## src/rtl/regfile_pkg.sv

```systemverilog
// Shared constants and payload types for the register-file writeback arbiter.
package regfile_pkg;

  localparam int unsigned DATA_W   = 19;
  localparam int unsigned ADDR_W   = 3;
  localparam int unsigned NUM_REGS = 8;

  typedef struct packed {
    logic [ADDR_W-1:0] addr;
    logic [DATA_W-1:0] data;
  } wb_req_t;

  typedef enum logic {
    SRC_A = 1'b0,
    SRC_B = 1'b1
  } src_e;

endpackage

```

## src/rtl/regarb_fifo.sv

```systemverilog
// DEPTH-entry synchronous FIFO of writeback requests; head is the oldest entry.
module regarb_fifo
  import regfile_pkg::*;
#(
  parameter int unsigned DEPTH = 2
) (
  input  logic    clk,
  input  logic    reset_n,
  input  logic    push,
  input  wb_req_t push_data,
  input  logic    pop,
  output wb_req_t head_c,
  output logic    full_c,
  output logic    empty_c
);

  localparam int unsigned PTR_W = (DEPTH > 1) ? $clog2(DEPTH) : 1;
  localparam int unsigned CNT_W = $clog2(DEPTH + 1);

  wb_req_t            mem [DEPTH];
  logic [PTR_W-1:0]   wr_ptr;
  logic [PTR_W-1:0]   rd_ptr;
  logic [CNT_W-1:0]   count;
  logic               do_push;
  logic               do_pop;

  assign full_c  = (count == CNT_W'(DEPTH));
  assign empty_c = (count == '0);
  assign head_c  = mem[rd_ptr];
  assign do_push = push && !full_c;
  assign do_pop  = pop && !empty_c;

  // Pointers wrap naturally because DEPTH is a power of two.
  always_ff @(posedge clk or negedge reset_n) begin
    if (!reset_n) begin
      wr_ptr <= '0;
      rd_ptr <= '0;
      count  <= '0;
    end else begin
      if (do_push) wr_ptr <= wr_ptr + PTR_W'(1);
      if (do_pop)  rd_ptr <= rd_ptr + PTR_W'(1);
      case ({do_push, do_pop})
        2'b10:   count <= count + CNT_W'(1);
        2'b01:   count <= count - CNT_W'(1);
        default: count <= count;
      endcase
    end
  end

  always_ff @(posedge clk) begin
    if (do_push) mem[wr_ptr] <= push_data;
  end

endmodule

```

## src/rtl/regfile_wb_arbiter.sv

```systemverilog
// Round-robin share of the register-file write port between two writeback sources,
// with a per-register pending-write scoreboard. Optional bypass: REGARB_BYPASS_EN.
module regfile_wb_arbiter
  import regfile_pkg::*;
#(
  parameter int unsigned DEPTH = 2
) (
  input  logic                clk,
  input  logic                reset_n,
  input  logic                a_valid,
  output logic                a_ready,
  input  logic [ADDR_W-1:0]   a_addr,
  input  logic [DATA_W-1:0]   a_data,
  input  logic                b_valid,
  output logic                b_ready,
  input  logic [ADDR_W-1:0]   b_addr,
  input  logic [DATA_W-1:0]   b_data,
  output logic                rf_we,
  output logic [ADDR_W-1:0]   rf_waddr,
  output logic [DATA_W-1:0]   rf_wdata,
  output logic [NUM_REGS-1:0] busy
);

  localparam int unsigned PEND_W = $clog2(DEPTH + 1);

  logic [PEND_W-1:0] a_pend [NUM_REGS];
  logic [PEND_W-1:0] b_pend [NUM_REGS];

  wb_req_t a_req, b_req, a_head, b_head;
  logic    a_full, a_empty, b_full, b_empty;
  logic    a_acc, b_acc, a_push, b_push, byp_a, byp_b;
  logic    grant_a, grant_b;
  logic    rf_cnt_a, rf_cnt_b;
  src_e    last_grant;

  // A register with a write pending from the other source is held off to keep write order.
  assign a_ready = !a_full && (b_pend[a_addr] == '0);
  assign b_ready = !b_full && (a_pend[b_addr] == '0) &&
                   !(a_valid && a_ready && (a_addr == b_addr) && (b_addr != '0));

  assign a_acc = a_valid && a_ready && (a_addr != '0);
  assign b_acc = b_valid && b_ready && (b_addr != '0);

`ifdef REGARB_BYPASS_EN
  assign byp_a = a_acc && a_empty && b_empty && !b_valid;
  assign byp_b = b_acc && a_empty && b_empty && !a_valid;
`else
  assign byp_a = 1'b0;
  assign byp_b = 1'b0;
`endif

  assign a_push = a_acc && !byp_a;
  assign b_push = b_acc && !byp_b;

  assign a_req = '{addr: a_addr, data: a_data};
  assign b_req = '{addr: b_addr, data: b_data};

  regarb_fifo #(.DEPTH(DEPTH)) u_fifo_a (
    .clk      (clk),
    .reset_n  (reset_n),
    .push     (a_push),
    .push_data(a_req),
    .pop      (grant_a),
    .head_c   (a_head),
    .full_c   (a_full),
    .empty_c  (a_empty)
  );

  regarb_fifo #(.DEPTH(DEPTH)) u_fifo_b (
    .clk      (clk),
    .reset_n  (reset_n),
    .push     (b_push),
    .push_data(b_req),
    .pop      (grant_b),
    .head_c   (b_head),
    .full_c   (b_full),
    .empty_c  (b_empty)
  );

  // Round-robin grant: on contention, favour the source not granted last.
  always_comb begin
    grant_a = 1'b0;
    grant_b = 1'b0;
    if (!a_empty && !b_empty) begin
      if (last_grant == SRC_B) grant_a = 1'b1;
      else                     grant_b = 1'b1;
    end else if (!a_empty) begin
      grant_a = 1'b1;
    end else if (!b_empty) begin
      grant_b = 1'b1;
    end
  end

  // Registered write port; rf_cnt_* mark writes that still hold a scoreboard count.
  always_ff @(posedge clk or negedge reset_n) begin
    if (!reset_n) begin
      rf_we      <= 1'b0;
      rf_waddr   <= '0;
      rf_wdata   <= '0;
      rf_cnt_a   <= 1'b0;
      rf_cnt_b   <= 1'b0;
      last_grant <= SRC_B;
    end else begin
      rf_we    <= 1'b0;
      rf_cnt_a <= 1'b0;
      rf_cnt_b <= 1'b0;
      if (grant_a) begin
        rf_we      <= 1'b1;
        rf_waddr   <= a_head.addr;
        rf_wdata   <= a_head.data;
        rf_cnt_a   <= 1'b1;
        last_grant <= SRC_A;
      end else if (grant_b) begin
        rf_we      <= 1'b1;
        rf_waddr   <= b_head.addr;
        rf_wdata   <= b_head.data;
        rf_cnt_b   <= 1'b1;
        last_grant <= SRC_B;
      end else if (byp_a) begin
        rf_we    <= 1'b1;
        rf_waddr <= a_addr;
        rf_wdata <= a_data;
      end else if (byp_b) begin
        rf_we    <= 1'b1;
        rf_waddr <= b_addr;
        rf_wdata <= b_data;
      end
    end
  end

  function automatic logic [PEND_W-1:0] pend_next(input logic [PEND_W-1:0] p,
                                                  input logic inc, input logic dec);
    case ({inc, dec})
      2'b10:   return p + PEND_W'(1);
      2'b01:   return p - PEND_W'(1);
      default: return p;
    endcase
  endfunction

  // Counts drop when the write commits on the port, so busy covers the write cycle itself.
  always_ff @(posedge clk or negedge reset_n) begin
    if (!reset_n) begin
      for (int unsigned r = 0; r < NUM_REGS; r++) begin
        a_pend[r] <= '0;
        b_pend[r] <= '0;
      end
    end else begin
      for (int unsigned r = 0; r < NUM_REGS; r++) begin
        a_pend[r] <= pend_next(a_pend[r], a_push && (a_addr == ADDR_W'(r)),
                               rf_cnt_a && (rf_waddr == ADDR_W'(r)));
        b_pend[r] <= pend_next(b_pend[r], b_push && (b_addr == ADDR_W'(r)),
                               rf_cnt_b && (rf_waddr == ADDR_W'(r)));
      end
    end
  end

  always_comb begin
    busy = '0;
    for (int unsigned r = 1; r < NUM_REGS; r++) begin
      busy[r] = (a_pend[r] | b_pend[r]) != '0;
    end
  end

endmodule

```

## config.mk

```make
export PLATFORM = sky130hd
export DESIGN_NAME = regfile_wb_arbiter
export DESIGN_NICKNAME = d
export VERILOG_FILES = /design/src/rtl/regfile_pkg.sv /design/src/rtl/regarb_fifo.sv /design/src/rtl/regfile_wb_arbiter.sv
export SDC_FILE = /design/constraint.sdc
export NUM_CORES = 1
export LEC_CHECK = 0
export ABC_AREA = 1
export CAP_MARGIN = 20
export CORE_MARGIN = 3
export CORE_UTILIZATION = 56
export CTS_CLUSTER_SIZE = 40
export DETAILED_ROUTE_END_ITERATION = 12
export PLACE_DENSITY = 0.9
export SYNTH_ARGS = -nofsm -noshare
export SYNTH_HDL_FRONTEND = slang
export SYNTH_SLANG_ARGS = --single-unit
export TNS_END_PERCENT = 1
```

## constraint.sdc

```tcl
create_clock -name clk -period 3.2 [get_ports clk]
set_input_delay 0.48 -clock clk [delete_from_list [all_inputs] [get_ports clk]]
set_output_delay 0.48 -clock clk [all_outputs]
set_load 0.03 [all_outputs]
```

Word-level counts from Yosys, hierarchy flattened
Memories as Yosys holds them, arrays and structs flattened.
Index checks and enable logic that the tools add are counted.
- register bits after elaboration: 66
- memory bits (writable): 88
- input bits: 48
- output and inout bits: 33
- word-level logic and storage cells: 272
- memories kept: 2
- add/subtract/negate cells: 40
- order comparisons: 2
- equality and inequality tests: 60
- multiplexer cells: 45
- bitwise logic cells: 9
- reduce and logical (&&, ||, !) cells: 86
- memory list (name ; words ; bits a word ; rd ports ; clocked after Yosys merged registers in ; wr ports ; RTL line ; source):
    u_fifo_a.mem ; 2 ; 22 ; 1 ; 0 ; 1 ; regarb_fifo.sv:20 ; wb_req_t mem [DEPTH];
    u_fifo_b.mem ; 2 ; 22 ; 1 ; 0 ; 1 ; regarb_fifo.sv:20 ;
- operator list (cell ; count):
    $pmux 2 s2 ; 18
    $reduce_bool 2->1 ; 26
    $logic_and 1x1->1 ; 46
    $eq 2x2->1 const B ; 20
    $mux 19 ; 2
    $add 2x1->2 const B ; 18
    $eq 2x1->1 const B ; 18
    $eq 3x3->1 const B ; 12
    $sub 2x1->2 const B ; 18
    $eq 3x2->1 const B ; 6
    $mux 1 ; 17
    $or 2x2->2 ; 7
    $bmux 2 s3 ; 2
    $eq 3x1->1 const B ; 3
    $logic_not 3->1 ; 3
    $ge 4x4->1 const B ; 2
    $logic_not 2->1 ; 4
    $mux 2 ; 4
    $not 3->4 ; 2
    $mux 3 ; 2
    $reduce_bool 3->1 ; 2
    $logic_not 1->1 ; 5
    $add 1x1->1 const B ; 4
    $eq 3x3->1 ; 1

Depth between registers and ports, before layout
Gate-level depths: netlist (run 1).
- word-level depth: 16
- depth in mapped cells: 14
- mapped depth without buffers: 14

Hierarchy
From an unflattened synthesis (run 1), not the netlist that was laid out.
- cells, all modules: 686
- area total of the unflattened synthesis: 6946.7 um^2
- modules (own cells, without submodules) (module ; instances ; cells an instance ; area each (um^2) ; seq. area each (um^2)):
    regarb_fifo ; 2 ; 147 ; 1836.8 ; 1421.4
    regfile_wb_arbiter ; 1 ; 392 ; 3273.1 ; 1452.6

Least setup slack after synthesis (run 1)
No wires, ideal clock.
- kind: input to register
- from: in a_addr[0]
- to: mem u_fifo_a.mem[1][0] (netlist bit) (enable)
- library setup time: 401 ps
- arrival: 2355 ps
- data required time: 2799 ps
- path slack: 444 ps
- stages on the path: 8
- buffers on the path: 0
- cell sequence: inv_2 -> nand2_1 -> nor2_1 -> nor2_1 -> nand3_2 -> a21boi_2 -> o211ai_2 -> nor2_1
- word-level cells in the longest chain between the ends: 11
- elaborated cells on any way between the ends: 12
- those cells by class: mux: 5; bitwise: 1; reduce/logical: 6
- ends and longest elaborated chain (element ; RTL line ; source):
    start, declared ; regfile_wb_arbiter.sv:12 ; input logic [ADDR_W-1:0] a_addr,
    $not 3->4 (not written as such) ; regfile_wb_arbiter.sv:37 ; assign a_ready = !a_full && (b_pend[a_addr] == '0);
    $bmux 2 s3 ; regfile_wb_arbiter.sv:37 ;
    $mux 2 (not written as such) (2 in a row) ; regfile_wb_arbiter.sv:37 ;
    $logic_not 2->1 ; regfile_wb_arbiter.sv:37 ;
    $logic_and 1x1->1 ; regfile_wb_arbiter.sv:37 ;
    via a_ready ; regfile_wb_arbiter.sv:11 ; output logic a_ready,
    $logic_and 1x1->1 (2 in a row) ; regfile_wb_arbiter.sv:41 ; assign a_acc = a_valid && a_ready && (a_addr != '0);
    $logic_and 1x1->1 ; regarb_fifo.sv:30 ; assign do_push = push && !full_c;
    $mux 1 ; regarb_fifo.sv:51 ; if (do_push) mem[wr_ptr] <= push_data;
    $mux 1 (not written as such) ; regarb_fifo.sv:51 ;
    end, declared ; regarb_fifo.sv:20 ;
The timed path passes the listed nets, and every way through them passes these cells. The select of a mux whose other input is x is not followed.

Worst setup path in the final report (run 1)
- from: in a_addr[0]
- to: out a_ready
- word-level cells in the longest chain between the ends: 6
- ends and longest elaborated chain (element ; RTL line):
    $not 3->4 (not written as such) ; regfile_wb_arbiter.sv:37
    $bmux 2 s3 ; regfile_wb_arbiter.sv:37
    $mux 2 (not written as such) (2 in a row) ; regfile_wb_arbiter.sv:37
    $logic_not 2->1 ; regfile_wb_arbiter.sv:37
    $logic_and 1x1->1 ; regfile_wb_arbiter.sv:37
    end, declared ; regfile_wb_arbiter.sv:11
No other way between the ends. The select of a mux whose other input is x is not followed.

==> impl_metrics.toml, run 1 <==
[grt]
grt_max_degree = 44
grt_pass1_vias = 4962
gr-total-overflow = 0
grt_pass1_wl_um = 25100
antenna_found_initial = 0
globalRouteTotalUtil_pct = 25.4

[critical_path]
critPathLaunch = "a_addr[0]"
crit_path_frequent_cell = "clkdlybuf4s50_1"
endpoint_kind = "primary output"
r2r_setup_slack_ns = 0.75
worst_setup_path_start_kind = "primary input"
rr_worst_depth = 14
crit_arrival_ns = 2.56
crit_required_ns = 2.72
cpMaxStageDelayCell = "clkdlybuf4s50_1"
r2r_end = "b_pend[1]"
timing.rr.start = "b_pend[2]"
slowest_delay_ns = 0.71
crit_end = "a_ready"
criticalPathCategory = "primary input to primary output"
path_max_fanout = 6
crit_chain = "clkdlybuf4s50_1 -> inv_2 -> nand2_1 -> nor2_1 -> nor2_2 -> nand3_2 -> a21boi_2 -> clkdlybuf4s50_1"

[synth]
yosysTopAreaCell = "edfxtp_1"
yosysUniqueCellTypes = 33
avgSynthCellArea_um2 = 11.4
synthArstFlopShare_pct = 42.9
yosys.cell_count.top_type = "edfxtp_1"
synth_edf_count = 88
netlist.area_leader.share_pct = 39.2
synthFlopType = "edfxtp_1"
synthTopCellsByArea = "edfxtp_1 39%, dfrtp_1 24%, xnor2_1 4.2%"
ys_warn_count = 0
ys_ff_latch = 154
netlist_top_cells_count = "88 x edfxtp_1, 73 x nor2_1, 65 x dfrtp_1"
synth-seq-area-share_pct = 63.7
netlist_area_um2 = 6750
synthCells = 591

[cts]
clkSinkCount = 154
post-cts-setup-buffers = 0
clock_path_buffers = 2
numCtsBuffers = 17
clk_pin_slew_worst_paths_ns = 0.06
cts_tree = "yes"
h-tree-depth = 4
insertion_delay_ns = 0.42
cts-root-buf = "clkbuf_16"

[detailed_routing]
remaining_drc_errors = 0
wl_per_cell_um = 19.2
drtIter0Drc = 414
via_count = 4864
wirelength_um = 16200
firstDrtPassIters = 5
ant_nets = 0
vias_per_cell = 5.77

[timing]
min_period_ns = 3.04
slew_violations = 0
fmax_mhz = 329
worstMarginPinSlew_ns = 0.821
min_period_over_period_pct = 95.0
fin_setup_tns_ns = 0
slew_headroom_pct = 45.2
holdWs_ns = 0.413
setup_viol = 0
setup_slack_ns = 0.159
fin_skew_ns = 0.00647
rsz0062_at_grt = "no"
hold_violations = 0

[die]
coreArea_um2 = 11600
die_h_um = 116
die_w_um = 116
num_rows = 39
start_util_pct = 58.1
ioPinCount = 81
die_area_um2 = 13400

[placement]
gp_congestion = 0.867
hpwl_um = 11100
io_buffers = 79
post-place-ws_ns = 0.112

[cells_and_area]
drive_gt1_share_pct = 10.9
fin_nets = 753
antenna_cells = 0
final_util_pct = 72.0
area_delta_synth_final_pct = 23.9

[power_and_ir_drop]
vdd_ir_drop_max_mv = 0.479
power_density_nw_per_um2 = 984
p_leak_nw = 3.32

[flow_run]
maxCapViolations = 0

[worst_hold_path]
worstHoldPathType = "primary input to async pin"

[status]
status = "finished, final reports clean"
-- through the flow --
stage,instance area [um2],cells,total power [mW]
6_report,8360,843,8.22
5_1_grt,8360,843,8.66
4_1_cts,8330,841,8.24
3_5_place_dp,7760,809,6.30
3_3_place_gp,7760,809,6.12
2_1_floorplan,6750,592,5.18
-- kinds of logic after synthesis --
group / count (synthesis) / synth area share (%)
AND/OR/NAND/NOR: 185 / 12.1
adder cells (fa/ha/maj): 18 / 3.34
other: 2 / 0.111
buffers and inverters: 72 / 4.30
multiplexers: 5 / 0.742
XOR/XNOR: 40 / 5.19
flip-flops: 154 / 63.7
AO/OA/AOI/OAI: 115 / 10.6
-- flip-flops by register name, summed over array words and instances (netlist names) --
name             cells
rf_cnt_a             1
u_fifo_b.wr_ptr      1
last_grant           1
u_fifo_a.mem        44
b_pend              16
a_pend              16
u_fifo_a.rd_ptr      1
u_fifo_b.count       2
u_fifo_b.rd_ptr      1
rf_wdata            19
u_fifo_a.wr_ptr      1
rf_we                1
u_fifo_b.mem        44
rf_waddr             3
u_fifo_a.count       2
rf_cnt_b             1
-- worst min path at each step --
stage | startpoint | to | cells after the start
after floorplan | reset_n | a_pend[0] | 0
after global placement | u_fifo_b.wr_ptr | u_fifo_b.wr_ptr | 2
after detailed placement | u_fifo_a.wr_ptr | u_fifo_a.wr_ptr | 2
after CTS | reset_n | rf_wdata[8] | 1
after global routing | reset_n | rf_wdata[13] | 2
final | reset_n | rf_wdata[13] | 2
-- worst max-delay path: cells and delay by family --
kind            cells  cell delay, ns
compound gates      1            0.23
buf+inv             3            1.46
simple gates        4            0.39
-- timing repair --
| item | in CTS | in global routing |
|---|---|---|
| gates resized for setup | 0 | 1 |
| setup endpoints to repair | 0 | 1 |
| endpoints found under the hold margin | 0 | 3 |
| hold buffers | 0 | 1 |
-- metal layers --
layer | vias up | global-route usage [%] | part of all wire, %
met2 | 213 | 42.6 | 50
met3 | 45 | 5.69 | 6.4
met5 | - | 0 | 0
met4 | 0 | 13.7 | 3.7
li1 | 2238 | - | -
met1 | 2368 | 30.7 | 40
-- report_power, final --
group / internal (mW) / leakage [nW] / switching [mW]
clock: 1.14 / 0.270 / 0.776
combinational: 1.21 / 1.47 / 1.92
sequential: 2.72 / 1.57 / 0.458
-- placed cells by master (no fill, tap or decap), drive strengths merged, types with 2 or more instances in the layout --
cell type      netlist  layout
a21boi               2       2
a21oi               24      24
buf                  8      13
bufinv               0       2
clkbuf               8      20
clkdlybuf4s50        0      77
clkinv               1       6
clkinvlp             0       3
conb                 2       3
dfrtp               65      65
edfxtp              88      88
ha                  18      18
inv                 55      57
mux2i                5       5
nand2               70      70
nand3               33      33
nand4                2       2
nor2                80      80
o211ai              18      18
o21ai               52      52
o22a                 2       2
o311ai              17      17
xnor2               32      32
xor2                 8       8
-- cell type report --
| cell class | instances | area, um2 |
|---|---|---|
| well taps | 143 | 179 |
| repair buffers | 92 | 938 |
| inverters | 56 | 215 |
| flip-flops and latches | 154 | 4300 |
| multi-input cells | 366 | 2170 |
| clock buffers | 20 | 437 |
| fillers | 798 | 3260 |
| clock inverters | 12 | 125 |
Note: power is estimated with default switching activity, not from simulation.
==> run 2, diff against run 1 <==
CORE_ASPECT_RATIO = 0.5   (was not set)
==> impl_metrics.toml, run 2 (synthesis gave the netlist of run 1 again) <==
[cts]
clock_path_buffers = 2
numCtsBuffers = 17
clk_pin_slew_worst_paths_ns = 0.07
cts-root-buf = "clkbuf_16"
cts_tree = "yes"
h-tree-depth = 4
insertion_delay_ns = 0.43
clkSinkCount = 154

[timing]
setup_viol = 0
min_period_over_period_pct = 93.6
worstMarginPinSlew_ns = 0.865
min_period_ns = 3.00
slew_headroom_pct = 42.3
fin_skew_ns = 0.0120
slew_violations = 0
fin_setup_tns_ns = 0
hold_violations = 0
fmax_mhz = 334
rsz0062_at_grt = "no"

[power_and_ir_drop]
p_comb_share_pct = 38.7
clkPwrFrac_pct = 23.0
fin_total_pwr_mw = 8.32
p_leak_nw = 3.32
seq_power_share_pct = 38.3
power_density_nw_per_um2 = 999
p_sw_mw = 3.32
sw_frac_of_total_pct = 39.9
intPower_mw = 5.00
vdd_ir_drop_max_mv = 0.534

[critical_path]
critPathLaunch = "a_addr[1]"
criticalPathCategory = "primary input to primary output"
crit_arrival_ns = 2.52
path_max_fanout = 6
crit_required_ns = 2.72
worst_setup_path_start_kind = "primary input"
timing.rr.start = "b_pend[2]"
endpoint_kind = "primary output"

[cells_and_area]
fill_cells = 720
final_util_pct = 73.4
area_delta_synth_final_pct = 23.6
final_cell_mix = "88 x edfxtp_1, 77 x clkdlybuf4s50_1, 71 x nor2_1, 65 x dfrtp_1, 64 x nand2_1"
top_regs = "u_fifo_a.mem (44), u_fifo_b.mem (44), rf_wdata (19)"
final_common_cell = "edfxtp_1"
finalInstanceArea_um2 = 8340
fin_nets = 755
antenna_cells = 0
drive_gt1_share_pct = 11.1

[die]
die_area_um2 = 13500
ioPinCount = 81
die_w_um = 161
die_h_um = 83.6
num_rows = 27
coreArea_um2 = 11400
start_util_pct = 59.4

[placement]
io_buffers = 79
placed_cell_area_um2 = 7770
hpwl_um = 11300
gp_congestion = 0.929

[detailed_routing]
drtIter0Drc = 593
firstDrtPassIters = 6
wl_per_cell_um = 20.3
remaining_drc_errors = 0
wirelength_um = 17500
ant_nets = 0
via_count = 4998
vias_per_cell = 5.80

[grt]
use_met1_pct = 35.1
antenna_found_initial = 0
grt_pass1_vias = 5073
globalRouteTotalUtil_pct = 26.9
grt_use_met2_pct = 44.3
gr-total-overflow = 0
grt-busiest-layer = "met2"
grt_pass1_wl_um = 27600
grt_use_met3_pct = 6.19
grt_max_degree = 41

[flow_run]
maxCapViolations = 0

[worst_hold_path]
worstHoldPathType = "primary input to async pin"

[status]
status = "finished, final reports clean"
-- run 2: path summary, 6_finish.rpt --
kind / endpoint / slack, ns / cells past startpoint
hold / removal: a_pend[15] / 0.03 / 1
hold reg to reg: b_pend[11] / 0.47 / 1
setup reg to reg: a_pend[11] / 0.74 / 12
min in group clk: b_pend[11] / 0.47 / 1
setup / recovery: a_ready / 0.20 / 8
max in group asynchronous: last_grant / 2.37 / 2
-- run 2: power by group through the flow --
stage               sequential (mW)  clock [mW]  combinational [mW]
finish                         3.19        1.91                3.22
CTS                            3.20        1.91                3.14
global placement               3.20           0                2.92
global route                   3.24        2.02                3.49
detailed placement             3.22           0                3.06
floorplan                      3.35           0                1.82
-- run 2: metrics by stage --
stage	hold slack [ns]	cells	setup WS, ns
detailed placement	0.464	828	0.0749
floorplan	0.184	592	0.444
finish	0.0323	861	0.203
global route	0.0612	861	0.0702
CTS	0.0426	860	0.0376
global placement	0.454	828	0.131
-- run 2: layer usage --
layer | share of wire [%] | up-vias | routed length (um)
met5 | 0 | - | 0
met4 | 2.4 | 0 | 427
met3 | 8.3 | 46 | 1460
met2 | 49 | 320 | 8660
met1 | 40 | 2389 | 6950
li1 | - | 2243 | -
-- run 2: final cells by class --
cell class / count / area (um2) / area share, %
Tap cell: 159 / 199 / 2.39
Clock inverter: 13 / 116 / 1.40
Clock buffer: 19 / 433 / 5.19
Inverter: 56 / 215 / 2.58
Sequential cell: 154 / 4300 / 51.5
Timing Repair Buffer: 94 / 908 / 10.9
Multi-Input combinational cell: 366 / 2170 / 26.0
-- run 2: worst max-delay path, cell delays in order --
cell and delay, ns:
clkdlybuf4s50_1 0.63, inv_2 0.07, nand2_1 0.11, nor2_1 0.05
nor2_1 0.12, nand3_2 0.11, a21boi_2 0.23, clkdlybuf4s50_1 0.71
-- run 2: what timing repair did --
item / in CTS / in global routing
buffers inserted: 0 / 0
resized for setup: 0 / 1
endpoints found under the setup margin: 0 / 1
hold buffers: 0 / 0
